## src/rtl/mem_access_unit.sv

```systemverilog
// Data-memory access sequencer: scalar load/store and 64-bit vector store over a gnt/rvalid bus.
// Latency: store 1 cycle after gnt, load 1 cycle after rvalid; results registered, then one DONE cycle.
// Backpressure: StallMem holds the pipeline until DONE; a missing gnt/rvalid aborts after TIMEOUT_CYC cycles.
module mem_access_unit #(
  parameter int TIMEOUT_CYC = 255
) (
  input  logic        clk,
  input  logic        rst,
  input  logic [31:0] AluOutM,
  input  logic [31:0] StoreDataM,
  input  logic [3:0]  MemWriteM,
  input  logic        MemToRegM,
  input  logic [2:0]  RegWriteM,
  input  logic        MemWriteVecM,
  input  logic [63:0] VecRegWriteData,
  output logic        bus_req,
  output logic        bus_we,
  output logic [31:0] bus_addr,
  output logic [31:0] bus_wdata,
  output logic [3:0]  bus_be,
  input  logic        bus_gnt,
  input  logic        bus_rvalid,
  input  logic [31:0] bus_rdata,
  output logic        StallMem,
  output logic [31:0] LoadDataW,
  output logic        LoadValid,
  output logic        BusErr
);

  // Counter only has to reach TIMEOUT_CYC-1 (the last waiting cycle before abort).
  localparam int CW = $clog2(TIMEOUT_CYC + 1);
  localparam logic [CW-1:0] CNT_LAST = CW'(TIMEOUT_CYC - 1);

  typedef enum logic [2:0] {S_IDLE, S_REQ, S_WAIT, S_VEC2, S_DONE} state_t;
  typedef enum logic [1:0] {K_LD, K_ST, K_VEC} kind_t;

  state_t        state_q, state_d;
  kind_t         kind_q, kind_d;
  logic [1:0]    off_q, off_d;
  logic [2:0]    ltype_q, ltype_d;
  logic [CW-1:0] cnt_q, cnt_d;
  logic          bus_req_q, bus_req_d;
  logic          bus_we_q, bus_we_d;
  logic [3:0]    bus_be_q, bus_be_d;
  logic [31:0]   bus_addr_q, bus_addr_d;
  logic [31:0]   bus_wdata_q, bus_wdata_d;
  logic [31:0]   load_data_q, load_data_d;
  logic          load_valid_q, load_valid_d;
  logic          bus_err_q, bus_err_d;

  logic          access;
  logic          drop_bus;
  logic          abort;
  logic [7:0]    ld_byte;
  logic [15:0]   ld_half;
  logic [31:0]   ld_fmt;

  assign access   = MemWriteVecM | (MemWriteM != 4'b0000) | MemToRegM;
  assign StallMem = access & (state_q != S_DONE);

  assign bus_req   = bus_req_q;
  assign bus_we    = bus_we_q;
  assign bus_be    = bus_be_q;
  assign bus_addr  = bus_addr_q;
  assign bus_wdata = bus_wdata_q;
  assign LoadDataW = load_data_q;
  assign LoadValid = load_valid_q;
  assign BusErr    = bus_err_q;

  // Extract and extend the addressed byte/half from the returned word.
  always_comb begin
    ld_byte = 8'(bus_rdata >> {off_q, 3'b000});
    ld_half = off_q[1] ? bus_rdata[31:16] : bus_rdata[15:0];
    case (ltype_q)
      3'd1:    ld_fmt = {{24{ld_byte[7]}}, ld_byte};
      3'd2:    ld_fmt = {{16{ld_half[15]}}, ld_half};
      3'd4:    ld_fmt = {24'h0, ld_byte};
      3'd5:    ld_fmt = {16'h0, ld_half};
      default: ld_fmt = bus_rdata;
    endcase
  end

  // Next-state and registered-output logic for the access sequencer.
  always_comb begin
    state_d      = state_q;
    kind_d       = kind_q;
    off_d        = off_q;
    ltype_d      = ltype_q;
    cnt_d        = cnt_q + CW'(1);
    bus_req_d    = bus_req_q;
    bus_we_d     = bus_we_q;
    bus_be_d     = bus_be_q;
    bus_addr_d   = bus_addr_q;
    bus_wdata_d  = bus_wdata_q;
    load_data_d  = load_data_q;
    load_valid_d = 1'b0;
    bus_err_d    = 1'b0;
    drop_bus     = 1'b0;
    abort        = 1'b0;

    unique case (state_q)
      S_IDLE: begin
        cnt_d = '0;
        if (access) begin
          state_d    = S_REQ;
          off_d      = AluOutM[1:0];
          ltype_d    = RegWriteM;
          bus_req_d  = 1'b1;
          bus_addr_d = {AluOutM[31:2], 2'b00};
          if (MemWriteVecM) begin
            kind_d      = K_VEC;
            bus_we_d    = 1'b1;
            bus_be_d    = 4'hF;
            bus_wdata_d = VecRegWriteData[31:0];
          end else if (MemWriteM != 4'b0000) begin
            // A store that also flags a load is performed as the store alone.
            kind_d      = K_ST;
            bus_we_d    = 1'b1;
            bus_be_d    = MemWriteM << AluOutM[1:0];
            bus_wdata_d = StoreDataM << {AluOutM[1:0], 3'b000};
          end else begin
            kind_d      = K_LD;
            bus_we_d    = 1'b0;
            bus_be_d    = 4'hF;
            bus_wdata_d = 32'h0;
          end
        end
      end
      S_REQ: begin
        if (bus_gnt) begin
          cnt_d = '0;
          if (kind_q == K_VEC) begin
            state_d     = S_VEC2;
            bus_addr_d  = bus_addr_q + 32'd4;
            bus_wdata_d = VecRegWriteData[63:32];
          end else begin
            drop_bus = 1'b1;
            state_d  = (kind_q == K_ST) ? S_DONE : S_WAIT;
          end
        end else if (cnt_q == CNT_LAST) begin
          abort = 1'b1;
        end
      end
      S_VEC2: begin
        if (bus_gnt) begin
          drop_bus = 1'b1;
          state_d  = S_DONE;
        end else if (cnt_q == CNT_LAST) begin
          abort = 1'b1;
        end
      end
      S_WAIT: begin
        if (bus_rvalid) begin
          load_data_d  = ld_fmt;
          load_valid_d = 1'b1;
          state_d      = S_DONE;
        end else if (cnt_q == CNT_LAST) begin
          abort = 1'b1;
        end
      end
      S_DONE: begin
        // One cycle of release so the pipeline advances; never starts a new access here.
        cnt_d   = '0;
        state_d = S_IDLE;
      end
      default: state_d = S_IDLE;
    endcase

    if (abort) begin
      drop_bus    = 1'b1;
      bus_err_d   = 1'b1;
      load_data_d = 32'h0;
      state_d     = S_DONE;
    end

    if (drop_bus) begin
      bus_req_d   = 1'b0;
      bus_we_d    = 1'b0;
      bus_be_d    = 4'h0;
      bus_addr_d  = 32'h0;
      bus_wdata_d = 32'h0;
    end
  end

  // All sequencer state; reset clears everything immediately, even mid-transaction.
  always_ff @(posedge clk or posedge rst) begin
    if (rst) begin
      state_q      <= S_IDLE;
      kind_q       <= K_LD;
      off_q        <= 2'b00;
      ltype_q      <= 3'd0;
      cnt_q        <= '0;
      bus_req_q    <= 1'b0;
      bus_we_q     <= 1'b0;
      bus_be_q     <= 4'h0;
      bus_addr_q   <= 32'h0;
      bus_wdata_q  <= 32'h0;
      load_data_q  <= 32'h0;
      load_valid_q <= 1'b0;
      bus_err_q    <= 1'b0;
    end else begin
      state_q      <= state_d;
      kind_q       <= kind_d;
      off_q        <= off_d;
      ltype_q      <= ltype_d;
      cnt_q        <= cnt_d;
      bus_req_q    <= bus_req_d;
      bus_we_q     <= bus_we_d;
      bus_be_q     <= bus_be_d;
      bus_addr_q   <= bus_addr_d;
      bus_wdata_q  <= bus_wdata_d;
      load_data_q  <= load_data_d;
      load_valid_q <= load_valid_d;
      bus_err_q    <= bus_err_d;
    end
  end

endmodule
```

## config.mk

```make
export PLATFORM = sky130hd
export DESIGN_NAME = mem_access_unit
export DESIGN_NICKNAME = d
export VERILOG_FILES = /design/src/rtl/mem_access_unit.sv
export SDC_FILE = /design/constraint.sdc
export NUM_CORES = 1
export LEC_CHECK = 0
export CAP_MARGIN = 20
export CELL_PAD_IN_SITES_DETAIL_PLACEMENT = 1
export CELL_PAD_IN_SITES_GLOBAL_PLACEMENT = 2
export CORE_MARGIN = 3
export CORE_UTILIZATION = 25
export DETAILED_ROUTE_END_ITERATION = 16
export GPL_TIMING_DRIVEN = 0
export MAX_ROUTING_LAYER = met4
export PLACE_DENSITY_LB_ADDON = 0.25
export SYNTH_ARGS = -nofsm -noshare
export SYNTH_HDL_FRONTEND = slang
export SYNTH_SLANG_ARGS = --single-unit
```

## constraint.sdc

```tcl
create_clock -name clk -period 4.87 [get_ports clk]
set_input_delay 0.487 -clock clk [delete_from_list [all_inputs] [get_ports clk]]
set_output_delay 0.487 -clock clk [all_outputs]
set_load 0.1 [all_outputs]
```

==> impl_metrics.csv <==
group,metric,value,unit
run_status,status,"finished clean",
sta,setup_tns,0,ns
die,ios,278,
clocking,cts_hold_buf,0,
sta,report.final.slew_viol_count,0,
hold_path,hold_class,"in -> async",
setup_path,crit_slowest_cell,"clkdlybuf4s50_1",
setup_path,worstPathRequired,4.38,ns
sta,finalHoldViolCount,0,
clocking,clock-sinks,120,
logic_synthesis,ys_types,66,
drt,vias_per_cell,5.13,
pwr,p_per_area,824,mW/mm2
sta,fin_crit,3.83,ns
placement,portBuffers,275,
drt,met1Wirelength,14100,um
logic_synthesis,avgSynthCellArea,8.37,um2
drt,wl,32700,um
drt,dr_total_vias,7796,
layout,layout_commonest_cell,"clkdlybuf4s50_1",
logic_synthesis,synth_seq_cells,120,
sta,finClkSkew,0.0178,ns
drt,drt-pass1-iter-count,5,
sta,finalSetupViolCount,0,
die,placeableCoreArea,0.0273,mm2
placement,placed_area,0.0103,mm2
layout,drive_above_1_share,5.67,%
die,die_h,174,um
setup_path,path_max_fanout,10,
setup_path,cp-start-kind,"input port",
drt,top_layer,"met4",
layout,final_cell_mix,"clkdlybuf4s50_1, o21ai_0, dfrtp_1",
clocking,htree_levels,4,
logic_synthesis,synth-main-ff-cell,"dfrtp_1",
die,start_util,25.8,%
clocking,clk_pin_slew_worst_paths,0.06,ns
logic_synthesis,syn-cell-area,0.00702,mm2
die,std_cell_rows,60,
sta,whs,0.440,ns
drt,routed-wl-met2,15700,um
die,die_w,174,um
setup_path,max_stage_delay,1.20,ns
layout,utilization,40.0,%
die,die_area,0.0301,mm2
setup_path,crit_chain,"clkdlybuf4s50_1 > clkbuf_1 > clkbuf_1 > nor3_1 > a21oi_1 > clkdlybuf4s50_1",
drt,met3_length,2490,um
logic_synthesis,yosysWarnings,0,
layout,area_growth,55.3,%
clocking,cts_root_buffer,"clkbuf_16",
clocking,insertion_delay,0.42,ns
global_routing,grt_max_degree,88,
layout,diodes,0,
setup_path,worstSetupPathType,"in -> out",
setup_path,cp-end-kind,"output pin",
placement,place.gp.congestion,0.874,
job,drv_cap,0,
drt,avgRoutedWirePerCell,21.6,um
global_routing,grt_pass1_vias,8334,
layout,fillerInstances,3206,
setup_path,r2r_cells,7,
layout,nets,1310,
layout,postLayoutCellArea,0.0109,mm2
pwr,p_leak,4.22,nW
global_routing,track_usage,22.1,%
sta,fmax,261,MHz
setup_path,arrival,3.35,ns
drt,drt_iter0_markers,428,
pwr,power.total,0.00898,W
sta,rsz0062_at_grt,"no",
clocking,cts_tree,"done",
global_routing,gr-total-overflow,0,
placement,detailed_place_hpwl,25600,um
sta,period_share,78.7,%
clocking,clockBufferDepth,2,
sta,slew_headroom,29.1,%
logic_synthesis,yosysSeqAreaShare,42.8,%
clocking,postCtsSetupRepairBufs,0,
global_routing,grt_pass1_wl,50000,um
logic_synthesis,synthArstFlopShare,100,%
clocking,cts_buffers,17,
global_routing,antenna_found_initial,0,
sta,worst_pin_slew,1.06,ns
logic_synthesis,postSynthCellCount,838,
drt,drc,0,
pwr,irDropWorstVdd,0.000452,V
clocking,post_cts_resized,0,
logic_synthesis,synth-edff-count,0,
drt,ant_nets,0,
-- area by class of cell --
type / count / area (um2) / share of cell area (%)
multi-input cells: 644 / 3710 / 34.1
flip-flops and latches: 120 / 3000 / 27.6
plain buffers: 66 / 274 / 2.51
clock buffers: 21 / 480 / 4.41
repair buffers: 276 / 2780 / 25.5
well taps: 372 / 465 / 4.27
clock inverters: 11 / 145 / 1.33
inverters: 9 / 38.8 / 0.356
-- synth_stat cells (11+ instances only) --
cell type  count  area [um2]
o21ai_0      168         841
nor2b_1       18         113
dfrtp_1      120        3000
mux2i_1       20         200
a221oi_1      24         210
nand2_1      105         394
nor3_1        11        55.1
a21oi_1       54         270
a211oi_1      17         128
nand4_1       12        75.1
nor2_1        61         229
nand3_1       20         100
clkbuf_1      49         184
-- report_power, final --
part           total [W]  internal [W]  switching [W]
Clock            0.00135      0.000859       0.000492
Combinational    0.00582       0.00142        0.00440
Sequential       0.00180       0.00142       0.000379
Total            0.00898       0.00370        0.00528
-- per-layer routing --
layer	track usage, %	up-vias
li1	-	3674
met1	26.7	3808
met2	36.6	291
met3	6.46	23
met4	4.90	0
met5	-	-
-- state kept, by name (all words and copies together) (netlist names) --
name,count
ltype_q,3
BusErr,1
LoadValid,1
bus_addr,30
kind_q,2
bus_be,4
off_q,2
LoadDataW,32
state_q,3
bus_req,1
bus_we,1
cnt_q,8
bus_wdata,32
-- logic make-up after synthesis --
logic type | share of synthesized area, %
AO/OA/AOI/OAI | 28.0
adder cells (fa/ha/maj) | 0.678
AND/OR/NAND/NOR | 18.8
buffers and inverters | 4.39
other | 0.0534
multiplexers | 4.46
flip-flops | 42.8
XOR/XNOR | 0.874
-- path summary, 6_finish.rpt --
check	startpoint	to	slack (ns)
worst max-delay path	MemWriteVecM	StallMem	1.04
worst min-delay path	rst	LoadDataW[27]	0.44
worst max register to register	state_q[1]	bus_wdata[4]	2.19
worst min register to register	LoadDataW[19]	LoadDataW[19]	0.48
max in group asynchronous	rst	bus_wdata[22]	3.67
min in group clk	LoadDataW[19]	LoadDataW[19]	0.48
-- through the flow --
stage | worst slack (ns) | std cells
floorplan | 1.20 | 839
global placement | -1.14 | 1486
detailed placement | 0.936 | 1487
CTS | 0.906 | 1519
global route | 0.848 | 1519
finish | 1.04 | 1519
-- critical path: cells and delay by family --
family | cells | cell delay (ns)
buffers and inverters | 4 | 2.58
AND/OR/NAND/NOR | 1 | 0.13
AO/OA/AOI/OAI | 1 | 0.13
No activity file was read; power rests on OpenSTA's default activity.
